File: config.mk
export PLATFORM = sky130hd
export DESIGN_NAME = uart_rx_fifo
export DESIGN_NICKNAME = d
export VERILOG_FILES = /design/src/rtl/uart_rx_fifo.sv
export SDC_FILE = /design/constraint.sdc
export NUM_CORES = 1
export LEC_CHECK = 0
export ABC_AREA = 1
export CAP_MARGIN = 20
export CORE_MARGIN = 3
export CORE_UTILIZATION = 37
export DETAILED_ROUTE_END_ITERATION = 12
export PLACE_DENSITY = 0.53
export SLEW_MARGIN = 20
export SYNTH_ARGS = -nofsm -noshare
export SYNTH_HDL_FRONTEND = slang
export SYNTH_SLANG_ARGS = --single-unit
File: constraint.sdc
create_clock -name clk -period 3.4 [get_ports clk]
set_input_delay 0.51 -clock clk [delete_from_list [all_inputs] [get_ports clk]]
set_output_delay 0.51 -clock clk [all_outputs]
set_load 0.005 [all_outputs]
File: src/rtl/uart_rx_fifo.sv
// -----------------------------------------------------------------------------
// uart_rx_fifo
//   Receive-side byte buffer that sits between the UART receiver and the CPU
//   IO read mux. It absorbs bursts while the CPU polls, throttles the host
//   through CTS, and keeps a sticky overflow flag for dropped bytes.
//
// Parameters
//   DEPTH      entries; power of two, 4..256
//   HEADROOM   free entries still left when cts drops; 1..DEPTH-1
//
// Ports
//   clk        system clock
//   reset      synchronous, active-high; clears all state
//   wr_valid   one-cycle strobe, one byte per high cycle
//   wr_data    received byte, qualified by wr_valid
//   rd_pop     consumes the head byte (ignored while empty)
//   rd_data    head byte, registered, first-word-fall-through
//   rd_valid   FIFO non-empty
//   cts        1 = host may send
//   overflow   sticky: a byte was dropped
//   ovf_clear  clears overflow (a same-cycle drop wins)
//   level      occupancy, only when UART_RX_FIFO_LEVEL_EN is defined
//
// Handshake: the write side has no back-pressure. Every cycle with wr_valid=1
// offers exactly one byte; it is stored when there is room (or a pop frees
// room in the same cycle) and dropped otherwise. A read happens in each cycle
// where rd_pop=1 and rd_valid=1; rd_data always shows the head while
// rd_valid=1.
//
// Optional feature macro: UART_RX_FIFO_LEVEL_EN
// -----------------------------------------------------------------------------
module uart_rx_fifo #(
    parameter int DEPTH    = 16,
    parameter int HEADROOM = 4
) (
    input  logic                     clk,
    input  logic                     reset,
    input  logic                     wr_valid,
    input  logic [7:0]               wr_data,
    input  logic                     rd_pop,
    output logic [7:0]               rd_data,
    output logic                     rd_valid,
    output logic                     cts,
    output logic                     overflow,
    input  logic                     ovf_clear
`ifdef UART_RX_FIFO_LEVEL_EN
    ,
    output logic [$clog2(DEPTH):0]   level
`endif
);

    localparam int AW = $clog2(DEPTH);
    localparam int PW = AW + 1;
    localparam logic [PW-1:0] FULL_CNT = PW'(DEPTH);
    localparam logic [PW-1:0] CTS_MAX  = PW'(DEPTH - HEADROOM - 1);

    logic [7:0]    mem [DEPTH];
    logic [PW-1:0] wptr;
    logic [PW-1:0] rptr;
    logic [PW-1:0] rptr_next;
    logic [PW-1:0] count;
    logic [PW-1:0] count_next;
    logic          empty;
    logic          full;
    logic          push;
    logic          pop;
    logic          drop;
    logic          bypass;
    logic          head_load;

    always_comb begin
        count      = wptr - rptr;   // one extra pointer bit separates full from empty
        empty      = (count == '0);
        full       = (count == FULL_CNT);
        // A pop on a full FIFO frees the slot the incoming byte needs.
        push       = wr_valid & (~full | rd_pop);
        pop        = rd_pop & ~empty;
        drop       = wr_valid & full & ~rd_pop;
        rptr_next  = rptr + PW'(pop);
        count_next = count + PW'(push) - PW'(pop);
        // The incoming byte becomes the head directly when there is nothing
        // stored ahead of it after this cycle's pop.
        bypass     = push & (empty | (pop & (count == PW'(1))));
        // Otherwise the head only changes when a pop exposes a stored entry.
        head_load  = bypass | (pop & (count_next != '0));
    end

    // Storage array: no reset needed, pointers define what is valid.
    always_ff @(posedge clk) begin
        if (!reset && push) begin
            mem[wptr[AW-1:0]] <= wr_data;
        end
    end

    always_ff @(posedge clk) begin
        if (reset) begin
            wptr     <= '0;
            rptr     <= '0;
            rd_data  <= '0;
            rd_valid <= 1'b0;
            cts      <= 1'b0;
            overflow <= 1'b0;
        end else begin
            wptr     <= wptr + PW'(push);
            rptr     <= rptr_next;
            if (head_load) begin
                rd_data <= bypass ? wr_data : mem[rptr_next[AW-1:0]];
            end
            rd_valid <= (count_next != '0);
            cts      <= (count_next <= CTS_MAX);
            overflow <= drop | (overflow & ~ovf_clear);
        end
    end

`ifdef UART_RX_FIFO_LEVEL_EN
    always_ff @(posedge clk) begin
        if (reset) begin
            level <= '0;
        end else begin
            level <= count_next;
        end
    end
`endif

endmodule

After elaboration in Yosys (flattened, before gate mapping)
Memory sizes are Yosys's and may differ from the RTL's. Cells that the tools add are included. W data, S select, Z words.

Multiplexer cells: 3. Order comparisons: 1. Bitwise logic cells: 16. Reductions and logical operators: 4. Equal/unequal tests: 2. Add/subtract/negate cells: 5.

Operator list (number): $add A5 B1 Y5 (3); $and A1 B1 Y1 (8); $mux W8 (1); $eq A5 B1 Y1 const B (1); $eq A5 B5 Y1 const B (1); $le A5 B4 Y1 const B (1); $logic_not A5 Y1 (1); $reduce_bool A5 Y1 (1); $sub A5 B1 Y5 (1); $sub A5 B5 Y5 (1); $not A1 Y1 (4); $or A1 B1 Y1 (4); $mux W1 (2); $logic_and A1 B1 Y1 (1); $logic_not A1 Y1 (1).

Register bits after elaboration: 21. Input bits: 13. Output and inout port bits: 11. Memory bits (writable): 128. Memories kept: 1. Logic and storage cells: 38.

Memory list: mem (depth 16, width 8, rd ports 1, clocked after Yosys merged registers in 0, write ports 1, line 57) `logic [7:0] mem [DEPTH];`.

Longest topological paths before layout
Gate-level depths: netlist of the first run.

Depth in word-level cells: 10. Mapped depth: 30. Mapped depth without buffers: 29.

Worst setup path before layout of the first run
No wires, ideal clock.

Path type: register to register. Start: register wptr[0]. End: register rd_data[6]. Slack: -229 ps. Required time: 3287 ps. Arrival time: 3515 ps. Stages on the path, launching flop included: 27. Clock period less this slack: 3629 ps. Setup time: 113 ps. Buffers on the path: 1. Cell sequence: dfxtp_1 inv_1 ha_1 inv_1 fa_1 xor2_1 inv_1 ha_1 nand3_1 or2_1 nand2_2 nor2_1 inv_1 nand2_1 ha_1 inv_1 fa_1 nand3b_1 nand2_1 nand3_1 nand3_1 nand3_1 nand2_2 buf_6 nand3_1 nand2_1 nor2_2.

Word-level cells in the longest chain between the ends: 10. Elaborated cells between the ends (all ways): 20. Those cells by class: add/sub (4); eq/ne (2); mux (1); bitwise (10); reduce/logical (2); memory (1).

RTL lines: start, declared (line 58) `logic [PW-1:0] wptr;`; start signal, assigned (line 104) `wptr <= wptr + PW'(push);`; $sub A5 B5 Y5 * (line 72) `count = wptr - rptr;`; $eq A5 B5 Y1 (line 74) `full = (count == FULL_CNT);`; $not A1 Y1 (line 76) `push = wr_valid & (~full | rd_pop);`; $or A1 B1 Y1 (line 76); $and A1 B1 Y1 (line 76); $add A5 B1 Y5 (line 80) `count_next = count + PW'(push) - PW'(pop);`; $sub A5 B1 Y5 (line 80); $reduce_bool A5 Y1 (line 85) `head_load = bypass | (pop & (count_next != '0));`; $and A1 B1 Y1 (line 85); $or A1 B1 Y1 (line 85); end signal, assigned (line 107) `rd_data <= bypass ? wr_data : mem[rptr_next[AW-1:0]];`; end, declared (line 41) `output logic [7:0] rd_data,`.

Every way passes the cells marked *; elsewhere a longest branch is shown, timed or not. A chain may end at the register's enable or synchronous reset.

Worst setup path in the final report of the first run
Start: register wptr[0]. End: register rd_data[1].

Same word-level chain as after synthesis.

==> reports/results.txt, run 1 <==
Remaining DRCs: 0
Power, Total: 0.00763 W
first-pass GRT wire length: 25,100 um
CTS max path bufs: 2
worst endpoint required time: 3.71 ns
Switch Pwr: 0.00294 W
cts hold-fix bufs: 0
n_diodes: 0
Setup WS post-layout: -0.117 ns
met2 usage: 27.3%
worst-margin pin slew: 0.745 ns
violated checks: negative setup slack
CTS tree: yes
sw frac: 38.5%
DR vias/cell: 4.93
Setup Skew: 0.0137 ns
xor-xnor portion of the synthesized cell area: 1.59%
Fin Setup TNS: -0.899 ns
clk_lat worst skew: 0.42 ns
Reg clk slew, reported paths: 0.06 ns
Syn-to-layout area delta: 27.2%
Num CTS Buffers: 17
IO Pins: 24
Cell Area, Synth: 0.00662 mm^2
synthesis-stage register bit count: 149
largest net degree at the start of global routing: 51
synth warn: 0
Layout Nets: 761
Synth Area per Inst: 10.3 um^2
final hold vios: 0
met1 Resource Use GR: 21.9%
Core Area: 0.0174 mm^2
most frequent cells in the layout: 165 x nor2_1, 128 x edfxtp_1, 67 x o21ai_0
Die Wd: 140 um
Worst Path Arrival: 3.83 ns
CP endpoint kind: flop
Setup CP Type: flop to flop
total global routing track utilization: 16.7%
Netlist cell types: 27
CP Launch Type: flop
# setup viols final: 9
clk sinks: 149
# fillers: 1,593
post-synthesis sequential area ratio: 64.4%
Int Power: 0.00469 W
chip height: 140 um
worst-path fanout max: 8
Slew HR: 50.1%
peak supply drop: 675 uV
Flop pwr share: 27.6%
most common cell after layout, fill and taps aside: nor2_1
Net Count, Synth: 672
Routed WL per cell: 16.3 um
combinational family with the most area after synthesis: simple AND/OR/NAND/NOR gates
initial antenna violation count: 0
combinational share of power: 49.1%
Leakage: 3.19 nW
vias post-DR: 4,795
Highest Clock Rate: 284 MHz
post-synthesis mux area share: 0%
Synth Area in Compound Gates: 6.50%
Placement Rows: 48
status: complete, but fails checks
unrepaired setup endpoints after global routing: yes
Hold WC Path Type: flop to flop
WL final: 15,800 um
Most Used Layer, Global Route: met2
Overflow after GRT: 0
Synth Area in Adders: 2.87%
min Tclk post-route: 3.52 ns
starting density of the core: 38.0%
met3 Use GR: 3.78%
I/O Buffers: 23
RePlAce Congestion: 0.876
initial DRC count: 355
Gate Count Post-Synth: 645
max-slew violations: 0
DR pass1 iterations: 5
dpl hpwl: 10,800 um
clock share of power: 23.3%
Simple-Gate Fraction of Synth Area: 20.0%
Die ar.: 0.0195 mm^2
vias in the first global route: 4,723
share of layout cells above drive strength 1: 20.6%
DRT antenna net count: 0
Final Cycle Share: 103%
root buffer cell: clkbuf_16
PwrDens: 906 mW/mm^2
H-tree depth: 4
MaxCap Viol Count: 0
registers in the layout, indices dropped and copies added (netlist names):
signal	flops
mem	128
rd_data	8
rptr	5
wptr	5
cts	1
overflow	1
rd_valid	1
cell type report:
cell class	count	area (um^2)	share of cell area (%)
Tap cell	225	282	3.34
Clock inverter	15	140	1.66
Clock buffer	17	425	5.05
Inverter	42	160	1.90
Sequential cell	149	4270	50.7
Multi-Input combinational cell	427	2260	26.9
Timing Repair Buffer	97	881	10.5
metrics by stage:
stage / util (%) / setup slack, ns / hold slack, ns / area, um^2 / cells
after floorplan: - / 0.00212 / 0.460 / 6650 / 645
after global placement: 43.7 / -0.134 / 0.454 / 7600 / 932
after detailed placement: 43.7 / -0.230 / 0.463 / 7600 / 932
after CTS: 47.7 / -0.157 / 0.475 / 8300 / 969
after global routing: 48.3 / -0.332 / 0.496 / 8420 / 972
final: 48.3 / -0.117 / 0.469 / 8420 / 972
power groups by stage:
stage / sequential, W / combinational (W) / clock [W]
after floorplan: 0.00214 / 0.00212 / 0
after global placement: 0.00214 / 0.00327 / 0
after detailed placement: 0.00214 / 0.00332 / 0
after CTS: 0.00210 / 0.00357 / 0.00181
after global routing: 0.00211 / 0.00419 / 0.00189
final: 0.00210 / 0.00375 / 0.00178
cell usage after synthesis (all sizes together):
master / number / area, um^2
a21oi: 16 / 83.8
buf: 15 / 96.3
clkbuf: 13 / 48.8
dfxtp: 21 / 420
edfxtp: 128 / 3840
fa: 2 / 40.0
ha: 12 / 150
inv: 42 / 160
nand2: 71 / 274
nand3: 76 / 390
nand3b: 2 / 15.0
nor2: 169 / 637
o2111a: 1 / 11.3
o21ai: 67 / 335
or2: 1 / 6.26
xnor2: 2 / 17.5
xor2: 7 / 87.6
repair_timing:
item,4_1_cts,5_1_grt
endpoints found under the hold margin,0,0
gates resized for setup,25,17
cloned,1,0
pin swaps,16,13
endpoints found under the setup margin,9,10
buffers inserted,4,3
layer usage:
layer,up-vias,part of all wire [%]
li1,2370,-
met1,2306,46
met2,106,49
met3,13,4.0
met4,0,1.3
met5,-,0
worst paths after layout:
check | startpoint | endpoint | slack (ns) | depth (start not counted)
worst max-delay path | wptr[0] | rd_data[1] | -0.12 | 25
worst min register to register | overflow | overflow | 0.47 | 2
worst min-delay path | overflow | overflow | 0.47 | 2
worst max register to register | wptr[0] | rd_data[1] | -0.12 | 25
critical path, stage by stage, from the launching register on:
cell	delay, ns
dfxtp_2	0.33
inv_2	0.06
ha_4	0.12
inv_2	0.03
fa_2	0.35
xor2_2	0.16
inv_1	0.08
ha_2	0.18
nand3_2	0.06
or2_1	0.22
nand2_2	0.08
buf_6	0.11
nand2_2	0.04
nand2_1	0.06
ha_2	0.18
inv_2	0.04
fa_2	0.37
nand3b_1	0.17
nand2_1	0.09
nand3_2	0.09
nand3_2	0.12
nand3_4	0.15
nand2_8	0.13
nand3_1	0.07
nand2_1	0.08
nor2_2	0.04
logic make-up after synthesis:
kind of cell,count (synthesis)
simple gates,319
fa+ha+maj,14
xor+xnor,9
compound gates,84
buf+inv,70
flops,149
Power figures use the tool's default switching activity.
==> run 2, diff against run 1 <==
- CELL_PAD_IN_SITES_DETAIL_PLACEMENT: not set -> 1
- CELL_PAD_IN_SITES_GLOBAL_PLACEMENT: not set -> 1
- DONT_BUFFER_PORTS: not set -> 1
- GPL_ROUTABILITY_DRIVEN: not set -> 0
- PLACE_DENSITY: 0.53 -> 0.61
==> reports/results.txt, run 2 (synthesis gave the netlist of run 1 again) <==
status: complete, but fails checks
violated checks: negative setup slack
Die ar.: 0.0195 mm^2
largest net degree at the start of global routing: 40
Design Area, Final: 0.00836 mm^2
DRT antenna net count: 0
starting density of the core: 38.0%
dpl hpwl: 12,700 um
Overflow after GRT: 0
Leakage: 3.18 nW
H-tree depth: 4
Worst Path Arrival: 3.86 ns
MaxCap Viol Count: 0
total global routing track utilization: 20.3%
CTS tree: yes
IO Pins: 24
I/O Buffers: 0
CP peak stage delay: 0.36 ns
max-slew violations: 0
first-pass GRT wire length: 29,900 um
Setup CP Type: flop to flop
Hold WC Path Type: input pin to flop
worst endpoint required time: 3.72 ns
vias in the first global route: 5,256
CP endpoint kind: flop
crit-path cells: inv_2, ha_4, inv_2, fa_2, xor2_2, inv_2, ha_4, nand3_2, or2_1, nand2_2, nand2_2, nand2_2, ha_4, inv_2, fa_2, nand3b_1, nand2_2, nand3_4, nand3_4, nand3_4, nand2_8, nand3_2, nand2_1, nor2_1
cts hold-fix bufs: 0
n_diodes: 0
Core Area: 0.0174 mm^2
Final Cycle Share: 104%
share of layout cells above drive strength 1: 22.1%
Die Wd: 140 um
root buffer cell: clkbuf_16
PwrDens: 987 mW/mm^2
Util after Layout: 48.0%
placed instance area: 0.00733 mm^2
Syn-to-layout area delta: 26.3%
worst-margin pin slew: 0.486 ns
Layout Nets: 739
clk sinks: 149
Num CTS Buffers: 17
# setup viols final: 10
Highest Clock Rate: 283 MHz
initial DRC count: 411
worst-path fanout max: 8
met2 WL: 9410 um
most frequent cells in the layout: 166 x nor2_1, 128 x edfxtp_1, 67 x buf_4
vias post-DR: 4,963
# fillers: 1,907
WL final: 19,800 um
CP bufs+invs: 4
DR pass1 iterations: 5
Setup WS post-layout: -0.139 ns
wire length on met3: 1060 um
most common cell after layout, fill and taps aside: nor2_1
pre-CTS setup slack: -0.349 ns
Setup Skew: 0.00780 ns
Power, Total: 0.00825 W
metal1 wirelength: 8920 um
Remaining DRCs: 0
Routed WL per cell: 20.8 um
CP Launch Type: flop
Fin Setup TNS: -1.05 ns
min Tclk post-route: 3.54 ns
Reg clk slew, reported paths: 0.06 ns
final hold vios: 0
Largest register FFs: 128
initial antenna violation count: 0
Slowest-stage cell, CP: fa_2
DR vias/cell: 5.22
CTS max path bufs: 2
Slew HR: 67.6%
Worst path top cell family by delay: simple AND/OR/NAND/NOR gates
peak supply drop: 426 uV
clk_lat worst skew: 0.43 ns
chip height: 140 um
Placement Rows: 48
highest routed layer: met4
unrepaired setup endpoints after global routing: yes
[run 2: changes by cell type in the layout (fill, tap and decap cells not counted), moves of 3 or more]
cell             change
bufinv_16            +4
clkdlybuf4s50_1     -23
clkinv_1             -3
clkinvlp_4           -3
ha_4                 +3
inv_6                +4
nand2_1              -3
o21ai_0              -3
o21ai_1              +3
[run 2: layout make-up]
cell class              instances  area [um^2]  share of cell area [%]
flip-flops and latches        149         4270                    51.0
multi-input cells             427         2300                    27.5
repair buffers                 75          668                    7.99
well taps                     225          282                    3.37
clock inverters                14          243                    2.90
clock buffers                  18          439                    5.25
inverters                      42          163                    1.95
[run 2: through the flow]
| stage | cells | hold slack, ns |
|---|---|---|
| 2_1_floorplan | 645 | 0.460 |
| 3_3_place_gp | 907 | 0.487 |
| 3_5_place_dp | 907 | 0.505 |
| 4_1_cts | 945 | 0.128 |
| 5_1_grt | 950 | 0.128 |
| 6_report | 950 | 0.145 |
[run 2: path summary, 6_finish.rpt]
| path | start | to | slack, ns | cells after the start |
|---|---|---|---|---|
| max | wptr[0] | rd_data[5] | -0.14 | 24 |
| min | reset | rptr[0] | 0.14 | 1 |
| max reg2reg | wptr[0] | rd_data[5] | -0.14 | 24 |
| min reg2reg | overflow | overflow | 0.50 | 2 |
[run 2: layer usage]
metal  vias to the layer above  track usage [%]
met2                       118             32.5
met4                         0             6.78
li1                       2326                -
met3                        28             4.19
met5                         -                0
met1                      2491             27.7
[run 2: where the power goes]
group / internal (W) / switching [W]
clock network: 0.00140 / 0.000764
registers: 0.00207 / 0.0000511
logic: 0.00159 / 0.00237
total: 0.00506 / 0.00319
[run 2: repair_timing]
action,CTS,global route
pin swaps,13,17
setup endpoints to repair,10,10
setup buffers,5,3
resized for setup,26,27
gates cloned,1,2
==> run 3, diff against run 2 <==
- HOLD_SLACK_MARGIN: not set -> 0.05
- PLACE_DENSITY: 0.61 -> not set
- PLACE_DENSITY_LB_ADDON: not set -> 0.1
==> reports/results.txt, run 3 (synthesis gave the netlist of run 1 again) <==
CP endpoint kind: flop
DRT antenna net count: 0
# setup viols final: 9
peak supply drop: 632 uV
Routed WL per cell: 19.9 um
worst-margin pin slew: 0.565 ns
Largest register FFs: 128
DR pass1 iterations: 4
dpl hpwl: 12,800 um
CTS tree: yes
Util after Layout: 47.7%
# fillers: 1,928
DR vias/cell: 5.09
min Tclk post-route: 3.63 ns
root buffer cell: clkbuf_16
Slew HR: 62.3%
origin of the worst setup path: wptr[0]
WL final: 19,000 um
violated checks: negative setup slack
n_diodes: 0
starting density of the core: 38.0%
Setup WS post-layout: -0.227 ns
vias post-DR: 4,864
Final Cycle Share: 107%
initial antenna violation count: 0
Die ar.: 0.0195 mm^2
R2R setup slack: -0.23 ns
share of layout cells above drive strength 1: 23.6%
cts hold-fix bufs: 0
Worst Path Arrival: 3.95 ns
Highest Clock Rate: 276 MHz
MaxCap Viol Count: 0
CP endpoint: rd_data[3]
clk sinks: 149
clk_lat worst skew: 0.43 ns
vias in the first global route: 5,318
number of cells on the worst reg-to-reg path: 24
Setup Skew: 0.00781 ns
status: complete, but fails checks
max-slew violations: 0
Core Area: 0.0174 mm^2
worst endpoint required time: 3.73 ns
Overflow after GRT: 0
Remaining DRCs: 0
chip height: 140 um
CTS max path bufs: 2
Hold WC Path Type: input pin to flop
Placement Rows: 48
I/O Buffers: 0
H-tree depth: 4
Die Wd: 140 um
Syn-to-layout area delta: 25.4%
r2r endpoint: rd_data[3]
most frequent cells in the layout: 164 x nor2_1, 128 x edfxtp_1, 73 x buf_4
initial DRC count: 309
Num CTS Buffers: 17
Setup CP Type: flop to flop
worst-path fanout max: 8
Reg clk slew, reported paths: 0.06 ns
start of the worst register-to-register path: wptr[0]
PwrDens: 951 mW/mm^2
Layout Nets: 744
unrepaired setup endpoints after global routing: yes
IO Pins: 24
Power, Total: 0.00790 W
most common cell after layout, fill and taps aside: nor2_1
largest net degree at the start of global routing: 39
total global routing track utilization: 20.0%
CP Launch Type: flop
first-pass GRT wire length: 29,800 um
final hold vios: 0
Leakage: 3.12 nW
hold_ws: 0.133 ns
[run 3: cell type report]
type | count | area (um^2) | share of cell area [%]
timing repair buffer | 80 | 662 | 7.98
tap | 225 | 282 | 3.39
sequential | 149 | 4270 | 51.4
multi-input combinational | 427 | 2320 | 28.0
clock buffer | 21 | 450 | 5.43
inverter | 42 | 163 | 1.96
clock inverter | 11 | 151 | 1.82
[run 3: worst min-delay path by stage]
| stage | from | to | depth (start not counted) |
|---|---|---|---|
| 2_1_floorplan | overflow | overflow | 2 |
| 3_3_place_gp | overflow | overflow | 2 |
| 3_5_place_dp | overflow | overflow | 2 |
| 4_1_cts | reset | wptr[1] | 1 |
| 5_1_grt | reset | wptr[1] | 1 |
| 6_report | reset | wptr[1] | 1 |
[run 3: report_power, final]
part	total [W]	internal [W]	switching, W	leakage, nW
sequential	0.00212	0.00207	0.0000565	1.33
clock	0.00192	0.00118	0.000748	0.280
combinational	0.00385	0.00155	0.00230	1.52
[run 3: per-stage QoR]
stage | std cells | TNS (ns) | setup WS [ns] | instance area [um^2]
after floorplan | 645 | 0 | 0.00212 | 6650
after global placement | 904 | -2.44 | -0.321 | 7300
after detailed placement | 904 | -3.09 | -0.400 | 7300
after CTS | 949 | -1.65 | -0.239 | 8130
after global routing | 955 | -3.33 | -0.385 | 8300
final | 955 | -1.71 | -0.227 | 8300
[run 3: worst max-delay path: stages, from the launching register on]
cell and delay, ns:
dfxtp_2 0.32, inv_2 0.07, ha_4 0.14, inv_4 0.03, fa_2 0.36, xor2_2 0.18
inv_2 0.08, buf_4 0.14, buf_4 0.12, buf_4 0.12, buf_4 0.12, buf_4 0.12
buf_4 0.12, buf_4 0.12, buf_4 0.13, ha_4 0.24, a21oi_2 0.13, nand2_1 0.10
xor2_2 0.17, nor2_2 0.16, nand3_4 0.17, nand2_8 0.17, nand3_4 0.07, nand2_2 0.08
nor2_2 0.04
[run 3: what timing repair did]
action | 4_1_cts | 5_1_grt
setup endpoints to repair | 10 | 19
pin swaps | 21 | 16
resized for setup | 37 | 27
cloned | 1 | 0
setup buffers | 12 | 6
[run 3: per-layer routing]
metal / vias up / track usage (%) / routed length [um] / share of wire [%]
met4: 0 / 7.90 / 464 / 2.4
met1: 2423 / 24.4 / 8190 / 43
met3: 30 / 4.33 / 740 / 3.9
met5: - / 0 / 0 / 0
met2: 77 / 34.6 / 9630 / 51
li1: 2334 / - / - / -
